$ cat src/rtl/spike_collector.sv
// spike_collector
// Collects the three row-result packets of one timestep from the row adder,
// builds a 3x3 spike map, keeps the latest residual potentials per row, and
// hands the finished map downstream with its timestep index.
//
//  state      | meaning
//  -----------+---------------------------------------------------------
//  ST_COLLECT | accepting row packets until rows 1, 2 and 3 have arrived
//  ST_SEND    | map presented on out_*, waiting for out_ready
module spike_collector #(
    parameter int WIDTH     = 39,
    parameter int WIDTH_D   = 8,
    parameter int TIMESTEPS = 10,
    parameter int TS_W      = 8
) (
    input  logic                   clk,
    input  logic                   rst_n,
    input  logic                   in_valid,
    output logic                   in_ready,
    input  logic [WIDTH-1:0]       in_pkt,
    output logic                   out_valid,
    input  logic                   out_ready,
    output logic [8:0]             out_map,
    output logic [TS_W-1:0]        out_ts,
    input  logic [1:0]             rd_row,
    output logic [3*WIDTH_D-1:0]   rd_data,
    output logic                   done,
    output logic [2:0]             err
);

    typedef enum logic {
        ST_COLLECT = 1'b0,
        ST_SEND    = 1'b1
    } state_t;

    localparam logic [TS_W-1:0] TS_LAST = TS_W'(TIMESTEPS - 1);

    state_t               state;
    state_t               state_nxt;

    // got[0] tracks row 1, got[2] tracks row 3
    logic [2:0]           got;
    logic [2:0]           map_r   [1:3];
    logic [2:0]           map_wr  [1:3];
    logic [3*WIDTH_D-1:0] res_r   [1:3];
    logic [TS_W-1:0]      ts;

    logic [1:0]           pkt_type;
    logic [1:0]           pkt_row;
    logic [2:0]           pkt_spike;
    logic [3*WIDTH_D-1:0] pkt_res;
    logic                 unused_dest;

    logic                 in_hs;
    logic                 out_hs;
    logic                 type_bad;
    logic                 row_bad;
    logic                 pkt_ok;
    logic [2:0]           row_oh;
    logic                 complete;

    // packet field unpacking; the destination field has no meaning here
    always_comb begin
        pkt_type    = in_pkt[38:37];
        pkt_row     = in_pkt[28:27];
        pkt_spike   = in_pkt[26:24];
        pkt_res     = in_pkt[3*WIDTH_D-1:0];
        unused_dest = ^in_pkt[36:29];
    end

    // handshake qualification and completion detect
    always_comb begin
        in_hs    = in_valid && in_ready;
        out_hs   = out_valid && out_ready;
        type_bad = in_hs && (pkt_type != 2'b11);
        row_bad  = in_hs && (pkt_type == 2'b11) && (pkt_row == 2'd0);
        pkt_ok   = in_hs && (pkt_type == 2'b11) && (pkt_row != 2'd0);
        row_oh   = 3'b000;
        case (pkt_row)
            2'd1:    row_oh = 3'b001;
            2'd2:    row_oh = 3'b010;
            2'd3:    row_oh = 3'b100;
            default: row_oh = 3'b000;
        endcase
        complete = pkt_ok && ((got | row_oh) == 3'b111);
    end

    // spike map as it will look after this cycle's write, used to load out_map
    always_comb begin
        for (int r = 1; r <= 3; r++) begin
            map_wr[r] = (pkt_ok && (pkt_row == 2'(r))) ? pkt_spike : map_r[r];
        end
    end

    // state register
    always_ff @(posedge clk or negedge rst_n) begin
        if (!rst_n) begin
            state <= ST_COLLECT;
        end else begin
            state <= state_nxt;
        end
    end

    // next-state decode
    always_comb begin
        state_nxt = state;
        case (state)
            ST_COLLECT: if (complete)  state_nxt = ST_SEND;
            ST_SEND:    if (out_ready) state_nxt = ST_COLLECT;
            default:    state_nxt = ST_COLLECT;
        endcase
    end

    // decoded output
    always_comb begin
        in_ready = (state == ST_COLLECT);
    end

    // row-arrival flags and spike map; cleared when the map is taken
    always_ff @(posedge clk or negedge rst_n) begin
        if (!rst_n) begin
            got <= 3'b000;
            for (int r = 1; r <= 3; r++) map_r[r] <= 3'b000;
        end else if (out_hs) begin
            got <= 3'b000;
            for (int r = 1; r <= 3; r++) map_r[r] <= 3'b000;
        end else if (pkt_ok) begin
            got <= got | row_oh;
            for (int r = 1; r <= 3; r++) map_r[r] <= map_wr[r];
        end
    end

    // residuals are replaced per packet and survive across timesteps
    always_ff @(posedge clk or negedge rst_n) begin
        if (!rst_n) begin
            for (int r = 1; r <= 3; r++) res_r[r] <= '0;
        end else if (pkt_ok) begin
            for (int r = 1; r <= 3; r++) begin
                if (pkt_row == 2'(r)) res_r[r] <= pkt_res;
            end
        end
    end

    // output map is captured on completion and held for the whole send phase
    always_ff @(posedge clk or negedge rst_n) begin
        if (!rst_n) begin
            out_valid <= 1'b0;
            out_map   <= 9'd0;
        end else begin
            out_valid <= (state_nxt == ST_SEND);
            if (out_hs) begin
                out_map <= 9'd0;
            end else if (complete) begin
                out_map <= {map_wr[1], map_wr[2], map_wr[3]};
            end
        end
    end

    // timestep counter and end-of-inference pulse
    always_ff @(posedge clk or negedge rst_n) begin
        if (!rst_n) begin
            ts   <= '0;
            done <= 1'b0;
        end else begin
            done <= out_hs && (ts == TS_LAST);
            if (out_hs) begin
                ts <= (ts == TS_LAST) ? '0 : ts + 1'b1;
            end
        end
    end

    always_comb begin
        out_ts = ts;
    end

    // sticky error flags {bad_type, bad_row, dup_row}
    always_ff @(posedge clk or negedge rst_n) begin
        if (!rst_n) begin
            err <= 3'b000;
        end else begin
            if (type_bad)                     err[2] <= 1'b1;
            if (row_bad)                      err[1] <= 1'b1;
            if (pkt_ok && ((got & row_oh) != 3'b000)) err[0] <= 1'b1;
        end
    end

    // residual read port, zero for the unused select value
    always_comb begin
        rd_data = '0;
        case (rd_row)
            2'd1:    rd_data = res_r[1];
            2'd2:    rd_data = res_r[2];
            2'd3:    rd_data = res_r[3];
            default: rd_data = '0;
        endcase
    end

endmodule

$ cat config.mk
export PLATFORM = sky130hd
export DESIGN_NAME = spike_collector
export DESIGN_NICKNAME = d
export VERILOG_FILES = /design/src/rtl/spike_collector.sv
export SDC_FILE = /design/constraint.sdc
export NUM_CORES = 1
export LEC_CHECK = 0
export ABC_AREA = 1
export CORE_ASPECT_RATIO = 2
export CORE_MARGIN = 4
export CORE_UTILIZATION = 54
export CTS_BUF_LIST = sky130_fd_sc_hd__clkbuf_8
export DETAILED_ROUTE_END_ITERATION = 8
export HOLD_SLACK_MARGIN = 0.15
export PLACE_DENSITY = 0.85
export SETUP_SLACK_MARGIN = 0.15
export SLEW_MARGIN = 25
export SYNTH_ARGS = -nofsm -noshare
export SYNTH_HDL_FRONTEND = slang
export SYNTH_SLANG_ARGS = --single-unit
$ cat constraint.sdc
create_clock -name clk -period 1.3 [get_ports clk]
set_input_delay 0.26 -clock clk [delete_from_list [all_inputs] [get_ports clk]]
set_output_delay 0.26 -clock clk [all_outputs]
set_load 0.05 [all_outputs]
==> run_results.csv, run 1 <==
group,metric,value,unit
status,error_message,"[ERROR DPL-0038] Utilization greater than 100%, impossible to legalize",
place,dp_hpwl,9.898,mm
timing,worstEpCategory,"register input",
status,outcome,"stopped before the end",
yosys,syn-num-nets,615,
yosys,synthTopCellsByCount,"nand2_1 (176), dfrtp_1 (106), nand3_1 (77)",
yosys,synth_edf_count,0,
yosys,yosysMostFrequentCell,"nand2_1",
yosys,mappedNetlistArea,4841,sq um
floorplan,ioPinCount,92,
floorplan,die-height,141.9,microns
status,lastStage,"global routing (5_1_grt)",
clock_network,htree_levels,3,
yosys,yosys.area.top_type,"dfrtp_1",
yosys,avgSynthCellArea,8.523,sq um
yosys,syn_inst,568,
yosys,ys_seq_area_share,54.79,%
yosys,netlist.area_leader.share,54.79,%
floorplan,rows,48,
timing,crit_endpoint,"res_r[41]$_DFFE_PN0P_/D",
yosys,ys_ff_latch,106,
floorplan,die_x,74.95,microns
yosys,async_flop_share,100.0,%
yosys,synth_cell_types,32,
clock_network,cts_root_buffer,"clkbuf_8",
clock_network,cts_buffer_depth,2,
clock_network,clock_sinks,106,
global_routing,grt_max_degree,33,
yosys,synth_ff_type,"dfrtp_1",
place,gp_congestion,0.8990,
yosys,synth.area.top_cells,"dfrtp_1 (55%), nand2_1 (14%), nand3_1 (8.0%)",
floorplan,initial_utilization,55.59,%
place,portBuffers,83,
yosys,ys_warn_count,0,
clock_network,cts_buffers,9,
==> what timing repair did <==
| action | CTS |
|---|---|
| pin swaps | 27 |
| gates cloned | 7 |
| gates resized for setup | 162 |
| setup buffers | 35 |
| hold buffers | 1 |
| setup endpoints to repair | 151 |
| endpoints found under the hold margin | 46 |
==> stage by stage <==
step                worst slack [ns]  instance area [sq um]  util [%]  setup TNS (ns)  std cells
floorplan                    -0.1933                   5508         -          -8.010        568
global placement             -0.5248                   7152     82.13          -43.63        771
detailed placement           -0.5565                   7152     82.13          -47.37        771
CTS                          -0.1344                   8279     95.07          -7.542        830
==> cell families after synthesis <==
group                    after synthesis  share of synthesized area (%)
AO/OA/AOI/OAI                         91                          10.26
XOR/XNOR                               3                         0.5429
adder cells (fa/ha/maj)                2                         0.5168
buffers and inverters                 82                          7.521
flip-flops                           106                          54.79
AND/OR/NAND/NOR                      284                          26.36
==> run 2: changes to the inputs <==
==> config.mk (replaced) <==
export PLATFORM = sky130hd
export DESIGN_NAME = spike_collector
export DESIGN_NICKNAME = d
export VERILOG_FILES = /design/src/rtl/spike_collector.sv
export SDC_FILE = /design/constraint.sdc
export NUM_CORES = 1
export LEC_CHECK = 0
export ABC_AREA = 1
export CORE_MARGIN = 4
export CORE_UTILIZATION = 40
export DETAILED_ROUTE_END_ITERATION = 8
export PLACE_DENSITY_LB_ADDON = 0.15
export SLEW_MARGIN = 25
export SYNTH_ARGS = -nofsm -noshare
export SYNTH_HDL_FRONTEND = slang
export SYNTH_SLANG_ARGS = --single-unit
==> run 2 against run 1 <==
  * The flow now finishes, with violations (negative setup slack)
  * Synthesized cell count unchanged
  * Area after synthesis unchanged
==> run_results.csv, run 2 <==
group,metric,value,unit
yosys,ys_ff_latch,106,
global_routing,grt.busiest_layer,"met2",
yosys,yosysMostFrequentCell,"nand2_1",
clock_network,clock_sinks,106,
clock_network,htree_levels,3,
global_routing,gr-total-overflow,0,
floorplan,rows,39,
yosys,synth_cell_types,32,
finish,area_growth,80.95,%
floorplan,die-height,118.0,microns
setup_path,crit_path_end,"res_r[6]$_DFFE_PN0P_",
yosys,synth.area.top_cells,"dfrtp_1 (55%), nand2_1 (14%), nand3_1 (8.0%)",
clock_network,cts_buffers,9,
floorplan,core_area,11610,sq um
drt,vias,4718,
worst_hold_path,min_path_type,"in -> async",
yosys,netlist.area_leader.share,54.79,%
yosys,async_flop_share,100.0,%
finish,n_antenna_cell,0,
finish,drive_above_1_share,51.55,%
status,outcome,"complete, but fails checks",
finish,final_nets,783,
timing,finalClockSkew,0.007477,ns
setup_path,r2r_setup_slack,-0.13,ns
drt,viasPerCell,5.337,
power,total_power,14.72,mW
yosys,synth_edf_count,0,
setup_path,start_kind,"input pin",
clock_network,clk_latency,0.35,ns
floorplan,ioPinCount,92,
global_routing,grt_use_met3,4.085,%
drt,ant_nets,0,
yosys,yosys.area.top_type,"dfrtp_1",
setup_path,critPathCaptureType,"register",
clock_network,clkSlewWorstSetupHoldPaths,0.07,ns
floorplan,die_area,13930,sq um
setup_path,r2r_cells,6,
global_routing,grt_first_pass_wirelength,22.98,mm
place,portBuffers,83,
global_routing,grt_util_all_layers,20.31,%
finish,fillCellCount,742,
place,dp_hpwl,8.295,mm
floorplan,initial_utilization,41.68,%
timing,period_share,110.6,%
global_routing,met1_usage,26.59,%
setup_path,critical_path_class,"in -> reg",
timing,rsz0062_at_grt,"true",
place,dp_slack,-0.4592,ns
yosys,mappedNetlistArea,4841,sq um
timing,fin_tns_setup,-6.827,ns
finish,top_register,"res_r",
place,gp_congestion,0.8076,
setup_path,worstPathMaxFanout,7,
global_routing,grt_pass1_vias,4578,
flow_run,maxCapViolations,0,
floorplan,die_x,118.0,microns
timing,finalMaxSlewViolations,0,
timing,period_needed,1.438,ns
clock_network,cts_buffer_depth,2,
power,leakagePower,4.256,nW
timing,worst_pin_slew,0.4268,ns
status,violations,"negative setup slack",
drt,post_drt_wl_per_cell,18.73,microns
timing,setup_ws,-0.1381,ns
drt,drc,0,
yosys,avgSynthCellArea,8.523,sq um
clock_network,cts_root_buffer,"clkbuf_16",
timing,hold_viol_final,0,
timing,finalSetupViolations,95,
yosys,ys_warn_count,0,
yosys,synth_ff_type,"dfrtp_1",
global_routing,antenna_found_initial,0,
setup_path,critical_path_required,1.52,ns
yosys,syn_inst,568,
clock_network,cts_tree,"yes",
finish,largest_reg_flops,72,
setup_path,r2r_end,"res_r[6]$_DFFE_PN0P_",
finish,final_common_cell,"dfrtp_1",
power,ir_drop,1.313,mV
drt,routed_wl,16.56,mm
power,pwr_density_cell,1680,nW/um^2
setup_path,startpoint,"in_pkt[37]",
yosys,ys_seq_area_share,54.79,%
finish,final_cell_mix,"dfrtp_1 (100), nand2_1 (88), buf_4 (63), buf_12 (63), nand2_2 (61)",
global_routing,grt_max_degree,30,
drt,drt_pass1_iterations,5,
yosys,synthTopCellsByCount,"nand2_1 (176), dfrtp_1 (106), nand3_1 (77)",
finish,seq_area,2660,sq um
global_routing,grt_use_met2,33.24,%
finish,largestRegisters,"res_r (72), map_r (9), out_map (9)",
finish,multi_input_area,2849,sq um
yosys,syn-num-nets,615,
setup_path,crit_arrival,1.66,ns
setup_path,r2r-start,"out_valid$_DFF_PN0_",
timing,relSlewSlack,71.55,%
timing,fmax,0.6954,GHz
drt,drtIter0Drc,284,
==> run 2: cell counts after synthesis <==
No cell type changed its count.
==> run 2: final cells by class <==
class	count	share of cell area, %
clock buffer	10	2.614
multi-input combinational	380	32.52
timing repair buffer	186	29.25
clock inverter	6	0.7713
sequential	106	30.37
inverter	53	2.428
tap	143	2.043
==> run 2: critical path: stages <==
cell,delay [ns]
clkdlybuf4s50_1,0.47
nand2_2,0.10
inv_2,0.13
nand3_4,0.19
buf_12,0.20
buf_16,0.14
nand2_1,0.07
o21ai_1,0.09
==> run 2: how the worst min path moves through the flow <==
stage,startpoint,endpoint,cells past startpoint
after floorplan,rst_n,done$_DFF_PN0_,0
after global placement,rst_n,res_r[29]$_DFFE_PN0P_,1
after detailed placement,rst_n,res_r[29]$_DFFE_PN0P_,1
after CTS,rst_n,res_r[29]$_DFFE_PN0P_,2
after global routing,in_valid,err[2]$_DFFE_PN0P_,3
final,rst_n,res_r[29]$_DFFE_PN0P_,2
==> run 2: logic make-up (layout without fill, tap and decap cells) <==
kind of cell / Yosys count / after routing / share of synthesized area [%]
AND/OR/NAND/NOR: 284 / 284 / 26.36
flip-flops: 106 / 106 / 54.79
AO/OA/AOI/OAI: 91 / 91 / 10.26
buffers and inverters: 82 / 255 / 7.521
XOR/XNOR: 3 / 3 / 0.5429
adder cells (fa/ha/maj): 2 / 2 / 0.5168
==> run 2: metrics by stage <==
stage / utilization, % / hold WS, ns / area, sq um / cells
after global placement: 59.49 / 0.2097 / 6909 / 805
final: 75.43 / 0.3970 / 8760 / 884
after floorplan: - / -0.03559 / 5194 / 568
after global routing: 75.43 / 0.4115 / 8760 / 884
after detailed placement: 59.49 / 0.2132 / 6909 / 805
after CTS: 68.23 / 0.3960 / 7924 / 845
==> run 2: routing by layer <==
| metal | vias to the layer above | wire (microns) |
|---|---|---|
| li1 | 2178 | - |
| met5 | - | 0 |
| met4 | 0 | 560 |
| met1 | 2313 | 6964 |
| met3 | 47 | 815 |
| met2 | 180 | 8216 |
==> run 2: repair_timing <==
| item | 4_1_cts | 5_1_grt |
|---|---|---|
| gates cloned | 7 | 7 |
| buffers inserted | 18 | 33 |
| hold buffers | 1 | 0 |
| endpoints found under the hold margin | 22 | 0 |
| gates resized for setup | 143 | 125 |
| setup endpoints to repair | 113 | 121 |
| pin swaps | 34 | 48 |
==> run 2: where the power goes <==
part	switching, mW	leakage (nW)	internal, mW
Sequential	1.01	1.34	4.35
Clock	1.25	0.139	1.50
Combinational	3.34	2.78	3.27
No activity file was read; power rests on OpenSTA's default activity.
==> run 3: changes to the inputs <==
--- a/config.mk
+++ b/config.mk
@@ -6,9 +6,11 @@
 export NUM_CORES = 1
 export LEC_CHECK = 0
 export ABC_AREA = 1
-export CORE_MARGIN = 4
+export ABC_CLOCK_PERIOD_IN_PS = 1300
+export CORE_MARGIN = 1.5
 export CORE_UTILIZATION = 40
 export DETAILED_ROUTE_END_ITERATION = 8
+export HOLD_SLACK_MARGIN = 0.12
 export PLACE_DENSITY_LB_ADDON = 0.15
 export SLEW_MARGIN = 25
 export SYNTH_ARGS = -nofsm -noshare
==> run 3 against run 2 <==
  * The flow still finishes with violations (negative setup slack)
  * Register-to-register slack better by 0.03 ns
  * Sequential power hardly changed
  * Design area is 4.9% lower
  * Die area is 8.3% lower
  * First-iteration DRC count is 19% lower
==> run_results.csv, run 3 (same netlist as run 2, synthesis figures left out) <==
group,metric,value,unit
place,portBuffers,83,
floorplan,die_x,113.0,microns
power,power.share.clock,18.7,%
drt,wl_met3,722,microns
clock_network,cts_tree,"yes",
clock_network,clkSlewWorstSetupHoldPaths,0.06,ns
setup_path,critical_path_required,1.59,ns
drt,ant_nets,0,
clock_network,htree_levels,3,
drt,vias,4457,
finish,final_common_cell,"dfrtp_1",
setup_path,cp_num_buf_inv,3,
power,combinationalPowerShare,43.3,%
setup_path,worstPathMaxFanout,4,
setup_path,path_delay_family,"simple AND/OR/NAND/NOR gates",
finish,area_growth,72.16,%
timing,period_needed,1.399,ns
global_routing,gr-total-overflow,0,
power,ir_drop,1.376,mV
clock_network,cts_buffers,9,
setup_path,critPathCaptureType,"register",
clock_network,clock_sinks,106,
global_routing,antenna_found_initial,0,
clock_network,clk_latency,0.35,ns
floorplan,die_area,12770,sq um
status,violations,"negative setup slack",
power,p_sw,5.230,mW
drt,wl_met2,7.028,mm
place,dp_slack,-0.4640,ns
drt,post_drt_wl_per_cell,16.33,microns
setup_path,start_kind,"register",
floorplan,rows,39,
setup_path,r2r_cells,9,
global_routing,grt_util_all_layers,22.02,%
timing,relSlewSlack,79.26,%
finish,final_nets,762,
floorplan,die-height,113.0,microns
timing,rsz0062_at_grt,"true",
setup_path,cp_slowest_cell,"dfrtp_2",
place,dp_hpwl,8.242,mm
timing,worst_pin_slew,0.3111,ns
timing,finalSetupViolations,63,
setup_path,path_cells,"clkinv_4, nand2_4, nor2_8, buf_12, buf_8, nand3_4, nand2_2, nand3_2, nand2_1",
drt,drc,0,
power,p_int,8.796,mW
drt,viasPerCell,5.165,
drt,top_layer,"met4",
floorplan,core_area,11610,sq um
global_routing,grt_pass1_vias,4445,
power,seqPwrFrac,38.0,%
global_routing,grt_max_degree,57,
timing,fmax,0.7147,GHz
timing,finalClockSkew,0.008200,ns
timing,period_share,107.6,%
power,pwr_density_cell,1683,nW/um^2
setup_path,r2r_end,"out_map[7]$_DFFE_PN0P_",
floorplan,ioPinCount,92,
flow_run,maxCapViolations,0,
setup_path,crit_arrival,1.68,ns
drt,drt-met1-wl,6.068,mm
place,gp_congestion,0.8133,
drt,routed_wl,14.09,mm
finish,largest_reg_flops,72,
clock_network,cts_root_buffer,"clkbuf_16",
finish,final_cell_mix,"dfrtp_1 (100), nand2_1 (96), buf_12 (61), nand2_2 (56), buf_4 (50)",
finish,largestRegisters,"res_r (72), map_r (9), out_map (9)",
finish,drive_above_1_share,47.36,%
timing,finalMaxSlewViolations,0,
finish,fin_util,71.76,%
worst_hold_path,min_path_type,"in -> async",
setup_path,critical_path_class,"reg -> reg",
floorplan,initial_utilization,41.68,%
global_routing,grt_first_pass_wirelength,22.20,mm
setup_path,crit_path_max_incr_delay,0.46,ns
status,outcome,"complete, but fails checks",
clock_network,cts_buffer_depth,2,
drt,drt_pass1_iterations,4,
power,leakagePower,4.161,nW
finish,top_register,"res_r",
drt,drtIter0Drc,229,
setup_path,r2r-start,"out_valid$_DFF_PN0_",
power,p_sw_share,37.29,%
setup_path,r2r_setup_slack,-0.1,ns
timing,setup_ws,-0.09914,ns
timing,hold_viol_final,0,
finish,n_antenna_cell,0,
[run 3: routing by layer]
metal | track usage, % | vias up
met1 | 29.49 | 2183
met2 | 35.80 | 118
met5 | 0 | -
met3 | 4.285 | 16
li1 | - | 2140
met4 | 8.083 | 0
[run 3: timing repair]
item | 4_1_cts | 5_1_grt
pin swaps | 41 | 51
endpoints found under the setup margin | 113 | 124
gates resized for setup | 121 | 117
endpoints found under the hold margin | 106 | 0
hold buffers | 1 | 0
gates cloned | 5 | 2
setup buffers | 16 | 18
[run 3: power groups by stage]
stage | registers, mW | clock network, mW | logic [mW]
after global routing | 5.44 | 2.84 | 6.48
after CTS | 5.17 | 2.67 | 5.52
final | 5.33 | 2.63 | 6.07
after global placement | 5.05 | 0 | 4.99
after floorplan | 5.34 | 0 | 2.45
after detailed placement | 5.09 | 0 | 5.10
[run 3: cell type report]
class	count	area, sq um
clock inverters	1	7.507
repair buffers	164	2236
multi-input cells	381	2765
clock buffers	15	277.8
fillers	823	3279
inverters	53	209.0
well taps	143	178.9
flip-flops and latches	106	2660
[run 3: worst max-delay path by stage]
stage	from	slack, ns	to	cells after the start
after global placement	rd_row[0]	-0.45	rd_data[20]	5
after CTS	res_r[21]$_DFFE_PN0P_	-0.08	rd_data[21]	3
final	out_valid$_DFF_PN0_	-0.1	out_map[7]$_DFFE_PN0P_	9
after floorplan	out_valid$_DFF_PN0_	-0.19	res_r[30]$_DFFE_PN0P_	8
after detailed placement	in_valid	-0.46	out_map[2]$_DFFE_PN0P_	8
after global routing	out_valid$_DFF_PN0_	-0.17	out_map[7]$_DFFE_PN0P_	9
[run 3: through the flow]
step / setup TNS, ns / cells / hold slack, ns / instance area (sq um) / total power, mW
global placement: -43.30 / 809 / 0.07360 / 6964 / 10.03
finish: -2.468 / 863 / 0.2593 / 8334 / 14.03
detailed placement: -45.85 / 809 / 0.07434 / 6964 / 10.19
CTS: -2.138 / 845 / 0.2475 / 7816 / 13.35
floorplan: -7.984 / 568 / -0.03559 / 5194 / 7.793
global route: -7.452 / 863 / 0.2525 / 8334 / 14.76
==> run 4: changes to the inputs <==
--- a/config.mk
+++ b/config.mk
@@ -8,7 +8,7 @@
 export ABC_AREA = 1
 export ABC_CLOCK_PERIOD_IN_PS = 1300
 export CORE_MARGIN = 1.5
-export CORE_UTILIZATION = 40
+export CORE_UTILIZATION = 35
 export DETAILED_ROUTE_END_ITERATION = 8
 export HOLD_SLACK_MARGIN = 0.12
 export PLACE_DENSITY_LB_ADDON = 0.15
==> run 4 against run 3 <==
  * Total power is 0.84% lower
  * The run still ends with negative setup slack left
  * Global-route usage is 3.4 points lower
  * Fmax is 0.29% higher
  * Critical endpoint is now in_ready
  * Routed wire length is 0.19% lower
  * Highest routed layer unchanged
  * Clock skew is 0.0024 ns lower
==> run_results.csv, run 4 (same netlist as run 2, synthesis figures left out) <==
group,metric,value,unit
status,outcome,"complete, but fails checks",
status,violations,"negative setup slack",
finish,final_cell_mix,"nand2_1 (111), dfrtp_1 (102), buf_12 (64), buf_4 (51), nand2_2 (46)",
clock_network,cts_buffer_depth,2,
timing,worst_pin_slew,0.3944,ns
clock_network,clkSlewWorstSetupHoldPaths,0.07,ns
setup_path,start_kind,"register",
finish,fin_util,62.20,%
global_routing,gr-total-overflow,0,
finish,largestRegisters,"res_r (72), map_r (9), out_map (9)",
finish,largest_reg_flops,72,
floorplan,die-height,120.6,microns
power,pwr_density_cell,1675,nW/um^2
place,portBuffers,83,
finish,multi_input_area,2699,sq um
finish,final_nets,760,
power,leakagePower,4.146,nW
timing,period_share,107.3,%
clock_network,cts_tree,"yes",
global_routing,grt_util_all_layers,18.62,%
place,gp_congestion,0.8116,
finish,design_area,8303,sq um
floorplan,die_x,120.6,microns
finish,n_antenna_cell,0,
drt,drt_pass1_iterations,4,
setup_path,crit_arrival,1.14,ns
timing,finalClockSkew,0.005839,ns
power,total_power,13.91,mW
finish,seq_area,2658,sq um
place,dp_slack,-0.5185,ns
drt,drc,0,
finish,stdcell_count,894,
drt,vias,4391,
finish,drive_above_1_share,44.57,%
drt,ant_nets,0,
finish,top_register,"res_r",
clock_network,clock_sinks,106,
clock_network,cts_root_buffer,"clkbuf_16",
setup_path,critical_path_class,"reg -> out",
floorplan,core_area,13350,sq um
clock_network,cts_buffers,9,
timing,relSlewSlack,73.71,%
timing,hold_viol_final,0,
floorplan,rows,42,
finish,fillCellCount,1106,
timing,period_needed,1.395,ns
setup_path,worstPathMaxFanout,4,
setup_path,critPathCaptureType,"output port",
finish,area_growth,71.52,%
global_routing,grt_pass1_vias,4422,
clock_network,clk_latency,0.34,ns
finish,final_common_cell,"nand2_1",
worst_hold_path,min_path_type,"in -> reg",
timing,finalMaxSlewViolations,0,
power,ir_drop,1.078,mV
drt,routed_wl,14.07,mm
place,dp_hpwl,8.652,mm
flow_run,maxCapViolations,0,
global_routing,grt_first_pass_wirelength,21.50,mm
timing,fmax,0.7168,GHz
global_routing,antenna_found_initial,0,
timing,finalSetupViolations,84,
drt,viasPerCell,4.912,
timing,setup_ws,-0.09514,ns
timing,rsz0062_at_grt,"true",
floorplan,ioPinCount,92,
global_routing,grt_max_degree,43,
floorplan,initial_utilization,36.27,%
place,placed_cells_incl_taps,839,
setup_path,critical_path_required,1.04,ns
drt,drtIter0Drc,282,
place,dpl_cell_area,6958,sq um
floorplan,die_area,14550,sq um
clock_network,htree_levels,3,
drt,post_drt_wl_per_cell,15.73,microns
## run 4: worst max-delay path, cell delays in order (launching register included)
cell,delay [ns]
dfrtp_2,0.45
clkinv_4,0.08
buf_6,0.12
buf_12,0.14
## run 4: final timing paths
path	start	end	slack, ns	cells past startpoint
worst max register to register	out_valid$_DFF_PN0_	res_r[34]$_DFFE_PN0P_	-0.08	7
worst min-delay path	in_valid	err[2]$_DFFE_PN0P_	0.28	3
worst max-delay path	out_valid$_DFF_PN0_	in_ready	-0.1	3
min in group asynchronous	rst_n	res_r[31]$_DFFE_PN0P_	0.39	2
worst min register to register	res_r[69]$_DFFE_PN0P_	res_r[69]$_DFFE_PN0P_	0.50	2
max in group asynchronous	rst_n	res_r[68]$_DFFE_PN0P_	0.40	3
## run 4: where the power goes
| group | total, mW | switching (mW) | internal (mW) |
|---|---|---|---|
| Clock | 2.68 | 1.18 | 1.49 |
| Combinational | 5.94 | 3.03 | 2.91 |
| Sequential | 5.29 | 0.947 | 4.34 |
## run 4: through the flow
stage               TNS (ns)  hold WS, ns
floorplan             -7.984     -0.03559
global placement      -42.31       0.2122
detailed placement    -44.86       0.2088
CTS                   -1.506       0.3971
global route          -8.743       0.2986
finish                -2.911       0.2833
## run 4: repair_timing
item / in CTS / in global routing
endpoints found under the setup margin: 101 / 125
pin swaps: 69 / 48
resized for setup: 122 / 91
cloned: 2 / 5
buffers inserted: 9 / 25
hold buffers: 1 / 0
endpoints found under the hold margin: 23 / 0
## run 4: metal layers
layer | part of all wire [%] | wire length [microns] | global-route usage, % | vias to the layer above
met2 | 50 | 7053 | 31.11 | 106
met4 | 1.4 | 191 | 6.765 | 0
met5 | 0 | 0 | 0 | -
met1 | 44 | 6140 | 24.20 | 2144
li1 | - | - | - | 2127
met3 | 4.8 | 679 | 3.349 | 14
## run 4: final cells by class
cell class | instances | area share [%]
multi-input cells | 381 | 32.50
flip-flops and latches | 106 | 32.01
repair buffers | 162 | 26.82
clock buffers | 11 | 2.803
well taps | 176 | 2.652
inverters | 53 | 2.532
clock inverters | 5 | 0.6781
